**src/rtl/data_mem_pkg.sv**
```systemverilog
// Shared types and defaults for the data memory arbiter slice.
// Holds the FSM state encoding, requester ids and default geometry.
package data_mem_pkg;

    localparam int DEF_AW    = 16;
    localparam int DEF_DW    = 16;
    localparam int DEF_DEPTH = 64;

    typedef enum logic [1:0] {
        IDLE   = 2'd0,
        ACCESS = 2'd1,
        RESP   = 2'd2
    } state_t;

    localparam logic PORT_A = 1'b0;
    localparam logic PORT_B = 1'b1;

endpackage

```
**src/rtl/rr_arb2.sv**
```systemverilog
// Two-way round-robin arbiter, purely combinational.
// The pointer only breaks ties; a lone requester always wins.
module rr_arb2
    import data_mem_pkg::*;
(
    input  logic req_a,
    input  logic req_b,
    input  logic ptr,
    output logic grant,
    output logic grant_valid
);

    always_comb begin
        grant_valid = req_a | req_b;
        if (req_a && req_b) begin
            grant = ptr;
        end else if (req_b) begin
            grant = PORT_B;
        end else begin
            grant = PORT_A;
        end
    end

endmodule

```
**src/rtl/data_mem_arbiter.sv**
```systemverilog
// Shares a single-port data memory between port A (CPU) and port B (loader)
// with round-robin arbitration; one access takes IDLE -> ACCESS -> RESP.
module data_mem_arbiter
    import data_mem_pkg::*;
#(
    parameter int AW    = DEF_AW,
    parameter int DW    = DEF_DW,
    parameter int DEPTH = DEF_DEPTH
) (
    input  logic          Clk,
    input  logic          Rst,
    input  logic          A_Req,
    input  logic          A_We,
    input  logic [AW-1:0] A_Addr,
    input  logic [DW-1:0] A_WData,
    output logic          A_Ack,
    output logic [DW-1:0] A_RData,
    output logic          A_Err,
    input  logic          B_Req,
    input  logic          B_We,
    input  logic [AW-1:0] B_Addr,
    input  logic [DW-1:0] B_WData,
    output logic          B_Ack,
    output logic [DW-1:0] B_RData,
    output logic          B_Err,
    output logic [AW-1:0] Mem_Addr,
    output logic          Mem_Read,
    output logic          Mem_Write,
    output logic [DW-1:0] Mem_Data_In,
    input  logic [DW-1:0] Mem_Data_Out,
    output logic [1:0]    Dbg_State
);

    // Handshake: a port holds Req (with We/Addr/WData stable) until it sees a
    // one-cycle Ack; Req is only sampled in IDLE, so a stale Req during RESP
    // never starts a second access.

    localparam logic [AW:0] LIMIT = (AW+1)'(DEPTH);

    state_t        state_q, state_d;
    logic          ptr_q, ptr_d;
    logic          lat_port_q, lat_port_d;
    logic          lat_oor_q, lat_oor_d;

    logic [AW-1:0] mem_addr_d;
    logic          mem_read_d, mem_write_d;
    logic [DW-1:0] mem_din_d;
    logic          a_ack_d, b_ack_d, a_err_d, b_err_d;
    logic [DW-1:0] a_rdata_d, b_rdata_d;

    logic          grant, grant_valid;
    logic          sel_we;
    logic [AW-1:0] sel_addr;
    logic [DW-1:0] sel_wdata;
    logic          sel_in_range;
    logic [DW-1:0] resp_data;

    rr_arb2 u_arb (
        .req_a       (A_Req),
        .req_b       (B_Req),
        .ptr         (ptr_q),
        .grant       (grant),
        .grant_valid (grant_valid)
    );

    assign sel_we       = (grant == PORT_B) ? B_We    : A_We;
    assign sel_addr     = (grant == PORT_B) ? B_Addr  : A_Addr;
    assign sel_wdata    = (grant == PORT_B) ? B_WData : A_WData;
    assign sel_in_range = ({1'b0, sel_addr} < LIMIT);
    assign resp_data    = lat_oor_q ? '0 : Mem_Data_Out;
    assign Dbg_State    = state_q;

    // The Mem_* output registers double as the request latch: they are loaded
    // on the grant edge and hold address/direction/data through ACCESS.
    always_comb begin
        state_d     = state_q;
        ptr_d       = ptr_q;
        lat_port_d  = lat_port_q;
        lat_oor_d   = lat_oor_q;
        mem_addr_d  = '0;
        mem_read_d  = 1'b0;
        mem_write_d = 1'b0;
        mem_din_d   = '0;
        a_ack_d     = 1'b0;
        b_ack_d     = 1'b0;
        a_err_d     = 1'b0;
        b_err_d     = 1'b0;
        a_rdata_d   = A_RData;
        b_rdata_d   = B_RData;

        case (state_q)
            IDLE: begin
                if (grant_valid) begin
                    lat_port_d  = grant;
                    lat_oor_d   = ~sel_in_range;
                    mem_addr_d  = sel_addr;
                    mem_read_d  = sel_in_range & ~sel_we;
                    mem_write_d = sel_in_range & sel_we;
                    mem_din_d   = (sel_in_range && sel_we) ? sel_wdata : '0;
                    state_d     = ACCESS;
                end
            end
            ACCESS: begin
                ptr_d = ~lat_port_q;
                if (lat_port_q == PORT_B) begin
                    b_ack_d   = 1'b1;
                    b_err_d   = lat_oor_q;
                    b_rdata_d = resp_data;
                end else begin
                    a_ack_d   = 1'b1;
                    a_err_d   = lat_oor_q;
                    a_rdata_d = resp_data;
                end
                state_d = RESP;
            end
            RESP: begin
                state_d = IDLE;
            end
            default: begin
                state_d = IDLE;
            end
        endcase
    end

    always_ff @(posedge Clk or posedge Rst) begin
        if (Rst) begin
            state_q     <= IDLE;
            ptr_q       <= PORT_A;
            lat_port_q  <= PORT_A;
            lat_oor_q   <= 1'b0;
            Mem_Addr    <= '0;
            Mem_Read    <= 1'b0;
            Mem_Write   <= 1'b0;
            Mem_Data_In <= '0;
            A_Ack       <= 1'b0;
            A_Err       <= 1'b0;
            A_RData     <= '0;
            B_Ack       <= 1'b0;
            B_Err       <= 1'b0;
            B_RData     <= '0;
        end else begin
            state_q     <= state_d;
            ptr_q       <= ptr_d;
            lat_port_q  <= lat_port_d;
            lat_oor_q   <= lat_oor_d;
            Mem_Addr    <= mem_addr_d;
            Mem_Read    <= mem_read_d;
            Mem_Write   <= mem_write_d;
            Mem_Data_In <= mem_din_d;
            A_Ack       <= a_ack_d;
            A_Err       <= a_err_d;
            A_RData     <= a_rdata_d;
            B_Ack       <= b_ack_d;
            B_Err       <= b_err_d;
            B_RData     <= b_rdata_d;
        end
    end

endmodule

```
**config.mk**
```make
export PLATFORM = sky130hd
export DESIGN_NAME = data_mem_arbiter
export DESIGN_NICKNAME = d
export VERILOG_FILES = /design/src/rtl/data_mem_pkg.sv /design/src/rtl/rr_arb2.sv /design/src/rtl/data_mem_arbiter.sv
export SDC_FILE = /design/constraint.sdc
export NUM_CORES = 1
export LEC_CHECK = 0
export ABC_AREA = 1
export BUFFER_PORTS_ARGS = -buffer_cell sky130_fd_sc_hd__buf_2
export CORE_UTILIZATION = 40
export DETAILED_ROUTE_END_ITERATION = 10
export PLACE_DENSITY = 0.71
export SKIP_CTS_REPAIR_TIMING = 1
export SLEW_MARGIN = 20
export SYNTH_ARGS = -nofsm -noshare
export SYNTH_HDL_FRONTEND = slang
export SYNTH_HIERARCHICAL = 1
export SYNTH_SLANG_ARGS = --single-unit
```
**constraint.sdc**
```tcl
create_clock -name Clk -period 3.7 [get_ports Clk]
set_input_delay 0.74 -clock Clk [delete_from_list [all_inputs] [get_ports Clk]]
set_output_delay 0.74 -clock Clk [all_outputs]
set_load 0.01 [all_outputs]
```
## Word level (Yosys, flattened, before mapping)

Index checks and enable logic that the tools add are counted.

| storage, ports and cells | value |
|---|---|
| register bits after elaboration | 75 |
| input bits | 86 |
| output and inout port bits | 72 |
| logic and storage cells | 54 |

| operators by class | value |
|---|---|
| order comparisons | 1 |
| equality and inequality tests | 2 |
| muxes and demuxes | 25 |
| bitwise gates (word level) | 6 |
| reduce and logical (&&, ||, !) cells | 6 |

Operators by type and width:

| kind | count |
|---|---|
| two-way mux 16 bit | 8 |
| < comparator 16 x 7 -> 1 bit, second input constant | 1 |
| two-way mux 1 bit | 15 |
| AND reduction 2 bit | 3 |
| case mux 2 bit (2 select lines) | 1 |
| inverter 1 bit | 3 |
| AND 1 bit | 2 |
| equality test 2 x 1 -> 1 bit, second input constant | 1 |
| logical AND 1 bit | 2 |
| zero test 2 bit | 1 |
| two-way mux 2 bit | 1 |
| inequality test 2 bit, second input constant | 1 |
| OR 1 bit | 1 |

## Depth between registers and ports, before layout

Gate-level depths: netlist of the first run.

| logic depth | value |
|---|---|
| depth after elaboration | 8 |
| depth in mapped cells | 12 |
| depth with buffers taken out | 12 |

## Cells and area by module

The synthesis of the first run kept the hierarchy.

Modules (own cells, without submodules):

| module | instances | cells an instance | area each (um^2) | sequential area each (um^2) |
|---|---|---|---|---|
| data_mem_arbiter | 1 | 370 | 3205.6 | 1876.8 |
| rr_arb2 | 1 | 5 | 22.5 | 0.0 |

## Worst setup path after synthesis of the first run

No wires, ideal clock.

| path | value |
|---|---|
| kind | input to register |
| start point | in A_Req |
| end point | reg Mem_Write |
| library setup time | 119 ps |
| data arrival time | 1820 ps |
| required time | 3581 ps |
| slack | 1761 ps |
| cell stages on the path | 10 |
| path buffers | 1 |
| cells stage by stage | inv_1 > nand2_1 > nand2_1 > inv_2 > or2_2 > o21ai_0 > nor2_1 > nand3_4 > buf_6 > inv_1 |

| between the ends | value |
|---|---|
| longest elaborated chain between the ends | 7 |
| elaborated cells between the ends (all ways) | 9 |
| classes of those cells | order compare: 1; mux: 5; bitwise: 2; reduce/logical: 1 |

RTL lines:

| item | line | source |
|---|---|---|
| start, declared | data_mem_arbiter.sv:12 | `input logic A_Req,` |
| logical AND 1 bit (*) | rr_arb2.sv:15 | `if (req_a && req_b) begin` |
| two-way mux 1 bit (*) | rr_arb2.sv:15 |  |
| via grant | data_mem_arbiter.sv:51 | `logic grant, grant_valid;` |
| two-way mux 16 bit | data_mem_arbiter.sv:67 | `assign sel_addr = (grant == PORT_B) ? B_Addr : A_Addr;` |
| < comparator 16 x 7 -> 1 bit | data_mem_arbiter.sv:69 | `assign sel_in_range = ({1'b0, sel_addr} < LIMIT);` |
| AND 1 bit (*) | data_mem_arbiter.sv:98 | `mem_write_d = sel_in_range & sel_we;` |
| two-way mux 1 bit (*) | data_mem_arbiter.sv:93 | `if (grant_valid) begin` |
| two-way mux 1 bit (*) | data_mem_arbiter.sv:91 | `case (state_q)` |
| via mem_write_d | data_mem_arbiter.sv:46 | `logic mem_read_d, mem_write_d;` |
| end signal, assigned | data_mem_arbiter.sv:148 | `Mem_Write <= mem_write_d;` |
| end, declared | data_mem_arbiter.sv:28 | `output logic Mem_Write,` |

Mark *: on every way through the listed nets, which the timed path passes. The rest lies on a longest branch.
A chain may end at the register's enable or synchronous reset.

## Final worst setup path of the first run

| path | value |
|---|---|
| start point | in A_Req |
| end point | reg Mem_Data_In[5] |

| between the ends | value |
|---|---|
| longest elaborated chain between the ends | 8 |
| elaborated cells between the ends (all ways) | 11 |
| classes of those cells | order compare: 1; mux: 7; bitwise: 1; reduce/logical: 2 |

RTL lines:

| item | line | source |
|---|---|---|
| logical AND 1 bit (*) | rr_arb2.sv:15 |  |
| two-way mux 1 bit (*) | rr_arb2.sv:15 |  |
| via grant | data_mem_arbiter.sv:51 |  |
| two-way mux 16 bit | data_mem_arbiter.sv:67 |  |
| < comparator 16 x 7 -> 1 bit | data_mem_arbiter.sv:69 |  |
| logical AND 1 bit | data_mem_arbiter.sv:99 | `mem_din_d = (sel_in_range && sel_we) ? sel_wdata : '0;` |
| two-way mux 16 bit (*) | data_mem_arbiter.sv:99 |  |
| two-way mux 16 bit (*) | data_mem_arbiter.sv:93 |  |
| two-way mux 16 bit (*) | data_mem_arbiter.sv:91 |  |
| via mem_din_d[5] | data_mem_arbiter.sv:47 | `logic [DW-1:0] mem_din_d;` |
| end signal, assigned | data_mem_arbiter.sv:149 | `Mem_Data_In <= mem_din_d;` |
| end, declared | data_mem_arbiter.sv:29 | `output logic [DW-1:0] Mem_Data_In,` |

Marked as above.

==> run_results.csv, run 1 <==
group,metric,value,unit
floorplan,rows,32,
floorplan,dieArea,8434,um^2
setup_path,slowest_delay,380,ps
floorplan,die_x,91.84,um
worst_hold_path,hold_path_end,"A_RData[8]",
pwr,power,0.002779,W
synth,ys_seq_area_share,58.14,%
route,totalWireLength,8083,um
placement,place_congestion,0.8268,
clock_network,tritoncts,"yes",
setup_path,reg2regPathDepth,9,
clock_network,clock-root-buffer,"clkbuf_8",
timing,rsz0062_at_grt,"no",
route,drtPass1Iterations,4,
timing,slew_headroom,40.08,%
floorplan,dieHeight,91.84,um
placement,dp_hpwl,5832,um
timing,min_period_over_period,61.90,%
timing,clock_skew,8.686,ps
pwr,p_leak,2.662,nW
clock_network,clk_pin_slew_worst_paths,80,ps
setup_path,cp.arrival,2560,ps
timing,finalMaxSlewViolations,0,
route,drc,0,
finish,layout.nets,618,
finish,fin_util,55.32,%
pwr,p_per_area,646.8,nW/um^2
synth,yosysTopAreaCell,"dfrtp_1",
global_route,grt_antenna_before_repair,0,
setup_path,rr_startpoint,"ptr_q",
timing,max_freq,436.6,MHz
timing,setup_viol,0,
clock_network,h-tree-depth,3,
setup_path,cp_max_fo,27,
finish,seqCellArea,1877,um^2
finish,area_growth,33.10,%
global_route,grtUsageTotal,20.20,%
placement,place_area,4080,um^2
finish,fillers,765,
route,via_per_inst,4.560,
global_route,overflow,0,
setup_path,critPathCaptureType,"register",
timing,tightest_slew,898.8,ps
clock_network,cts_buffers,9,
finish,n_antenna_cell,0,
route,via_count,2914,
setup_path,worst-path-buf-inv,3,
setup_path,critical-path-slowest-cell,"buf_4",
synth,synth.avg_cell_area,8.608,um^2
synth,yosys-top-cells-area,"dfrtp_1, nand2_1, nor2_1",
synth,synthMuxAreaShare,4.961,%
worst_hold_path,hold_start,"A_RData[8]",
synth,synthCells,375,
worst_hold_path,min_path_cells,2,
timing,hold_viol,0,
synth,ys_warn_count,6,
route,drt_iter0_drc,114,
clock_network,cts_buffer_depth,2,
finish,multi_input_area,1105,um^2
setup_path,cp_cell_sequence,"buf_2 -> inv_1 -> nand2_1 -> nand2_2 -> buf_4 -> nand2_1 -> o21ai_0 -> nand2_1 -> nor2_2 -> nand3_4 -> nor2_1",
synth,synth_compound_area_share,1.860,%
setup_path,r2r-end,"Mem_Data_In[5]",
finish,final_common_cell,"buf_2",
route,ant_nets,0,
timing,fin_crit,2290,ps
synth,synth_fa_ha_area_share,0,%
setup_path,ff2ff_setup_slack,1530,ps
setup_path,criticalPathCategory,"in2reg",
route,routedWlPerCell,12.65,um
synth,synth_cell_types,20,
global_route,grt_pass1_wl,13080,um
placement,io_buffer_count,157,
synth,synth_top_family_by_area,"simple AND/OR/NAND/NOR gates",
worst_hold_path,hold_path.class,"reg2reg",
setup_path,required,3970,ps
finish,layout_common_cells,"buf_2, nand2_1, dfrtp_1, nor2_1, inv_1",
outcome,status,"finished, final reports clean",
setup_path,start_kind,"input port",
synth,syn_nets,461,
setup_path,crit_top_cell,"nand2_1",
floorplan,num_io_pins,158,
global_route,grt_pass1_vias,2738,
synth,synthXorXnorAreaFrac,0,%
setup_path,critPathTopFamily,"simple AND/OR/NAND/NOR gates",
setup_path,worstSetupStartpoint,"A_Req",
floorplan,start_util,41.56,%
global_route,grt_max_degree,53,
finish,design_area,4297,um^2
floorplan,core_area,7767,um^2
synth,synthSimpleGateAreaFrac,27.33,%
synth,yosysTopAreaCellShare,58.14,%
clock_network,clk_latency,350,ps
timing,setup_tns,0,ps
synth,synth_seq_cells,75,
run,cap_violations,0,
placement,post-place-cells,623,
pwr,vdd_drop_max,287.1,uV
finish,drive_above_1_share,36.87,%
clock_network,clkSinkCount,75,
finish,layoutNonFillerInstCount,639,
synth,synth_area,3228,um^2
through the flow:
step / worst slack [ps] / hold WS (ps)
floorplan: 1050 / 481.6
global placement: 1124 / 448.2
detailed placement: 1020 / 453.5
CTS: 1376 / 471.9
global route: 1173 / 496.3
finish: 1410 / 472.0
area by class of cell:
class,instances,area share [%]
Sequential cell,75,43.68
Multi-Input combinational cell,243,25.71
Timing Repair Buffer,160,18.81
Inverter,43,3.786
Clock buffer,10,2.970
Tap cell,102,2.970
Clock inverter,6,2.068
how the worst max path moves through the flow:
stage	endpoint	slack, ps	cells after the start
final	Mem_Data_In[5]	1410	11
after global routing	Mem_Data_In[15]	1170	11
after CTS	Mem_Data_In[5]	1380	11
after detailed placement	Mem_Data_In[5]	1020	11
after global placement	Mem_Data_In[1]	1120	11
after floorplan	A_Ack	1050	1
layer usage:
metal | track usage [%] | routed length (um)
met5 | 0 | 0
met4 | 7.422 | 132
met3 | 5.390 | 548
met2 | 33.27 | 3924
met1 | 25.60 | 3476
tightest hold or removal path: stages, from the launching register on:
cell     delay (ps)
dfrtp_1         340
nand2_1          50
nand2_1          50
cell families (layout without fill, tap and decap cells):
family | after synthesis | after routing
multiplexers | 16 | 16
AND/OR/NAND/NOR | 215 | 215
buffers and inverters | 57 | 219
AO/OA/AOI/OAI | 12 | 12
flip-flops | 75 | 75
synthesized netlist by cell type:
master / number
buf_2: 4
buf_1: 1
nor2_2: 11
nor2_1: 44
or2_2: 1
dfrtp_1: 75
clkbuf_1: 5
nand3_4: 1
inv_2: 4
buf_6: 4
nor2_4: 3
or2_1: 1
o21ai_0: 3
a21oi_1: 6
nand3_1: 3
nand2_2: 1
mux2i_1: 16
o21ai_1: 3
nand2_1: 150
inv_1: 39
flip-flops by register name, summed over array words and instances (netlist names):
name	count
Mem_Addr	16
Mem_Read	1
A_Ack	1
Mem_Write	1
lat_oor_q	1
B_Ack	1
Mem_Data_In	16
B_RData	16
lat_port_q	1
A_RData	16
ptr_q	1
Dbg_State	2
B_Err	1
A_Err	1
where the power goes:
group / switching [W] / internal (W) / total, W / leakage [nW]
Sequential: 0.000137 / 0.00104 / 0.00118 / 1.00
Combinational: 0.000577 / 0.000331 / 0.000908 / 1.56
Clock: 0.000312 / 0.000381 / 0.000693 / 0.103
Total: 0.00103 / 0.00175 / 0.00278 / 2.66
No activity file was read; power rests on OpenSTA's default activity.
==> inputs of run 2 (changes only) <==
Settings changed: ABC_AREA 1 to 0, PLACE_DENSITY 0.71 to 0.75.
Clock period 3.7 ns to 2.1 ns, I/O delays scaled along.
==> run_results.csv, run 2 <==
group,metric,value,unit
outcome,status,"finished, final reports clean",
finish,final_common_cell,"buf_2",
global_route,grt_max_degree,76,
global_route,grt_pass1_vias,2495,
timing,setup_viol,0,
setup_path,critPathCaptureType,"register",
timing,tightest_slew,533.6,ps
global_route,overflow,0,
timing,max_freq,559.6,MHz
clock_network,h-tree-depth,3,
finish,drive_above_1_share,46.39,%
route,routedWlPerCell,13.93,um
route,drc,0,
global_route,grt_antenna_before_repair,0,
clock_network,tritoncts,"yes",
timing,hold_viol,0,
placement,dp_hpwl,5381,um
setup_path,start_kind,"register",
setup_path,required,2340,ps
floorplan,start_util,41.99,%
global_route,grt_pass1_wl,11920,um
synth,synth_common_cells,"dfrtp_1, nand2_1, mux2i_1, o21ai_0, nor2_1",
finish,area_growth,37.61,%
clock_network,cts_buffers,9,
synth,ys_warn_count,6,
timing,fin_crit,1787,ps
finish,layout.nets,510,
global_route,grtUsageTotal,18.66,%
clock_network,clk_pin_slew_worst_paths,80,ps
clock_network,clkSinkCount,75,
clock_network,cts_buffer_depth,2,
synth,synth.avg_cell_area,11.68,um^2
clock_network,clk_latency,340,ps
timing,finalMaxSlewViolations,0,
synth,yosysTopAreaCellShare,60.66,%
route,drtPass1Iterations,4,
synth,synth_top_flop_cell,"dfrtp_1",
timing,min_period_over_period,85.10,%
floorplan,num_io_pins,158,
timing,rsz0062_at_grt,"no",
timing,clock_skew,9.186,ps
floorplan,dieHeight,89.95,um
pwr,p_leak,2.285,nW
synth,synthArstFlopShare,100.0,%
route,drt_iter0_drc,54,
finish,layout_common_cells,"buf_2, dfrtp_1, nand2_1, o21ai_0, mux2i_1",
placement,io_buffer_count,157,
synth,syn_nets,351,
pwr,p_per_area,961.3,nW/um^2
timing,slew_headroom,64.21,%
setup_path,criticalPathCategory,"reg2reg",
floorplan,rows,31,
synth,yosys-top-cells-area,"dfrtp_1, mux2i_1, nand2_1",
worst_hold_path,hold_path.class,"in2async",
route,via_count,2542,
route,ant_nets,0,
run,cap_violations,0,
synth,synthCells,265,
route,totalWireLength,7355,um
pwr,vdd_drop_max,370.7,uV
synth,ys_seq_area_share,60.66,%
synth,synth_area,3094,um^2
floorplan,core_area,7370,um^2
setup_path,cp.arrival,2020,ps
timing,setup_tns,0,ps
finish,fin_util,57.78,%
finish,n_antenna_cell,0,
synth,yosysTopAreaCell,"dfrtp_1",
floorplan,dieArea,8091,um^2
synth,synth.most_common_cell,"dfrtp_1",
synth,synth-edff-count,0,
placement,place_congestion,0.7801,
synth,synth_seq_cells,75,
route,via_per_inst,4.814,
synth,synth_cell_types,29,
floorplan,die_x,89.95,um
setup_path,cp_max_fo,19,
clock_network,clock-root-buffer,"clkbuf_8",
run 2: cell count changes after synthesis, sizes merged, moves of 2 or more:
cell	delta
clkbuf	+3
a21oi	-5
nand3	-4
nand4	+2
inv	-37
nand2	-102
a211oi	+16
a21boi	+2
nor4	+3
nor2	-39
nor3	+2
o21ai	+27
mux2i	+17
run 2: cell type report:
type / instances / area (um^2)
tap: 99 / 123.9
fill: 663 / 3112
sequential: 75 / 1877
clock buffer: 9 / 123.9
timing repair buffer: 164 / 863.3
inverter: 7 / 30.03
clock inverter: 7 / 123.9
multi-input combinational: 167 / 1116
run 2: path summary, 6_finish.rpt:
path                                 start              end  slack, ps  depth (start not counted)
min in group Clk                 A_Addr[2]      Mem_Addr[2]        320                          3
max in group asynchronous              Rst       A_RData[0]       1590                          3
worst min register to register  B_RData[8]       B_RData[8]        480                          2
worst max-delay path                 ptr_q  Mem_Data_In[15]        310                          5
worst min-delay path                   Rst      B_RData[12]        170                          3
worst max register to register       ptr_q  Mem_Data_In[15]        310                          5
run 2: cells by family (layout without fill, tap and decap cells):
family | count (synthesis) | count (layout) | synth area share (%)
buffers and inverters | 23 | 187 | 3.760
multiplexers | 34 | 34 | 11.04
flip-flops | 75 | 75 | 60.66
AO/OA/AOI/OAI | 53 | 53 | 11.32
AND/OR/NAND/NOR | 80 | 80 | 13.22
run 2: through the flow:
step | power [W] | cells | cell area, um^2 | hold slack [ps] | setup WS [ps]
after global placement | 0.002760 | 512 | 4010 | 457.9 | 299.6
after global routing | 0.004306 | 528 | 4258 | 223.9 | 181.5
after floorplan | 0.002342 | 265 | 3098 | 498.3 | 434.2
after detailed placement | 0.002784 | 512 | 4010 | 464.9 | 205.7
after CTS | 0.004155 | 528 | 4258 | 185.0 | 285.7
final | 0.004093 | 528 | 4258 | 172.2 | 312.9
run 2: layer usage:
metal	global-route usage (%)	part of all wire, %	up-vias
met5	0	0	-
met2	30.71	49	122
met3	5.922	8.4	6
li1	-	-	1224
met4	7.258	0.64	0
met1	22.94	42	1190
run 2: critical path, stage by stage, from the launching register on:
cell,delay (ps)
dfrtp_1,360
inv_1,70
a21boi_4,260
nor4b_4,280
nand4_4,350
a211oi_1,360
run 2: power by group:
part	internal [W]	total, W	switching (W)
combinational	0.000398	0.00102	0.000621
clock	0.000800	0.00136	0.000559
sequential	0.00163	0.00172	0.0000805
==> inputs of run 3 (changes only) <==
Settings changed: ABC_AREA 0 to 1, PLACE_DENSITY 0.75 to 0.74.
==> run_results.csv, run 3 (same netlist as run 1, synthesis figures left out) <==
group,metric,value,unit
outcome,status,"finished, final reports clean",
pwr,swShare,35.71,%
timing,clock_skew,9.026,ps
finish,drive_above_1_share,37.34,%
global_route,grt_max_degree,76,
pwr,seqPwrFrac,41.8,%
timing,rsz0062_at_grt,"no",
placement,dp_hpwl,5782,um
timing,min_period_over_period,86.70,%
placement,io_buffer_count,157,
floorplan,num_io_pins,158,
timing,tightest_slew,619.4,ps
clock_network,clk_pin_slew_worst_paths,80,ps
placement,place_congestion,0.8445,
worst_hold_path,hold_path.class,"in2async",
clock_network,tritoncts,"yes",
timing,max_freq,549.2,MHz
finish,area_growth,34.84,%
placement,place_area,4125,um^2
pwr,combPwrFrac,32.8,%
route,drtPass1Iterations,5,
global_route,overflow,0,
route,via_count,2925,
finish,layout_common_cells,"buf_2, nand2_1, dfrtp_1, nor2_1, inv_1",
clock_network,cts_buffer_depth,2,
floorplan,start_util,41.56,%
finish,fin_util,56.04,%
clock_network,cts_buffers,9,
pwr,p_per_area,1135,nW/um^2
clock_network,clk_latency,340,ps
clock_network,clock-root-buffer,"clkbuf_8",
finish,n_antenna_cell,0,
clock_network,h-tree-depth,3,
finish,layout.nets,622,
timing,fin_crit,1821,ps
global_route,grt_pass1_vias,2685,
route,totalWireLength,8017,um
global_route,grt_pass1_wl,12760,um
setup_path,start_kind,"register",
setup_path,criticalPathCategory,"reg2reg",
route,drt_iter0_drc,78,
timing,slew_headroom,58.70,%
floorplan,dieHeight,91.84,um
route,ant_nets,0,
timing,setup_viol,0,
clock_network,clkSinkCount,75,
timing,setup_tns,0,ps
setup_path,cp_max_fo,17,
setup_path,cp.arrival,2080,ps
setup_path,required,2360,ps
setup_path,critPathCaptureType,"register",
route,via_per_inst,4.549,
pwr,intPower,0.003177,W
run,cap_violations,0,
floorplan,die_x,91.84,um
route,drc,0,
floorplan,core_area,7767,um^2
floorplan,dieArea,8434,um^2
finish,design_area,4353,um^2
finish,final_common_cell,"buf_2",
global_route,grt_antenna_before_repair,0,
route,routedWlPerCell,12.47,um
pwr,p_leak,2.693,nW
pwr,p_switching,0.001765,W
global_route,grtUsageTotal,19.50,%
floorplan,rows,32,
timing,hold_viol,0,
pwr,power_frac_clock,25.4,%
timing,finalMaxSlewViolations,0,
pwr,vdd_drop_max,389.0,uV
## run 3: changes by cell type in the layout (fill, tap and decap cells not counted), moves of 5 or more
| cell | previous run | this run |
|---|---|---|
| a211oi_1 | 9 | 0 |
| nor2_1 | 19 | 44 |
| inv_1 | 4 | 38 |
| a211oi_2 | 7 | 0 |
| o21ai_0 | 33 | 3 |
| a21oi_1 | 1 | 6 |
| nor2_2 | 0 | 11 |
| nand2_1 | 48 | 149 |
| mux2i_1 | 32 | 16 |
## run 3: layout make-up
class,count,area [um^2]
inverters,43,165.2
repair buffers,164,850.8
clock buffers,12,155.1
flip-flops and latches,75,1877
well taps,102,127.6
fillers,750,3415
clock inverters,4,72.57
multi-input cells,243,1105
## run 3: power by group through the flow
| stage | clock network [W] | registers [W] | logic, W |
|---|---|---|---|
| 4_1_cts | 0.00128 | 0.00207 | 0.00165 |
| 2_1_floorplan | 0 | 0.00222 | 0.000822 |
| 3_3_place_gp | 0 | 0.00209 | 0.00160 |
| 6_report | 0.00125 | 0.00207 | 0.00162 |
| 5_1_grt | 0.00135 | 0.00211 | 0.00180 |
| 3_5_place_dp | 0 | 0.00210 | 0.00165 |
## run 3: worst max-delay path, stage by stage (launching register included)
cell,delay (ps)
dfrtp_1,400
nand3_1,100
nand2_2,170
buf_4,220
nand2_1,70
nand2_1,60
nor2_1,90
nand2_1,90
nor2_4,120
nand3_4,250
nor2_1,170
## run 3: stage by stage
stage | worst slack, ps | power (W) | cells | hold WS, ps
after floorplan | 480.6 | 0.003038 | 375 | 481.6
after global placement | 190.9 | 0.003692 | 627 | 447.8
after CTS | 244.4 | 0.004998 | 643 | 191.4
after detailed placement | 102.0 | 0.003741 | 627 | 453.4
final | 279.2 | 0.004942 | 643 | 183.0
after global routing | 42.41 | 0.005264 | 643 | 208.5
## run 3: final timing paths
kind | start | to | slack, ps | cells after the start
setup reg to reg | ptr_q | Mem_Data_In[5] | 280 | 10
hold / removal | Rst | Mem_Addr[3] | 180 | 3
min in group Clk | A_Addr[0] | Mem_Addr[0] | 320 | 3
max in group asynchronous | Rst | lat_oor_q | 1600 | 3
setup / recovery | ptr_q | Mem_Data_In[5] | 280 | 10
hold reg to reg | A_RData[1] | A_RData[1] | 470 | 2
## run 3: metal layers
layer  wire [um]  vias up  track usage, %
li1            -     1437               -
met1        3542     1353           24.92
met2        3811      125           32.39
met3         552       10           4.478
met4         110        0           7.161
met5           0        -               0
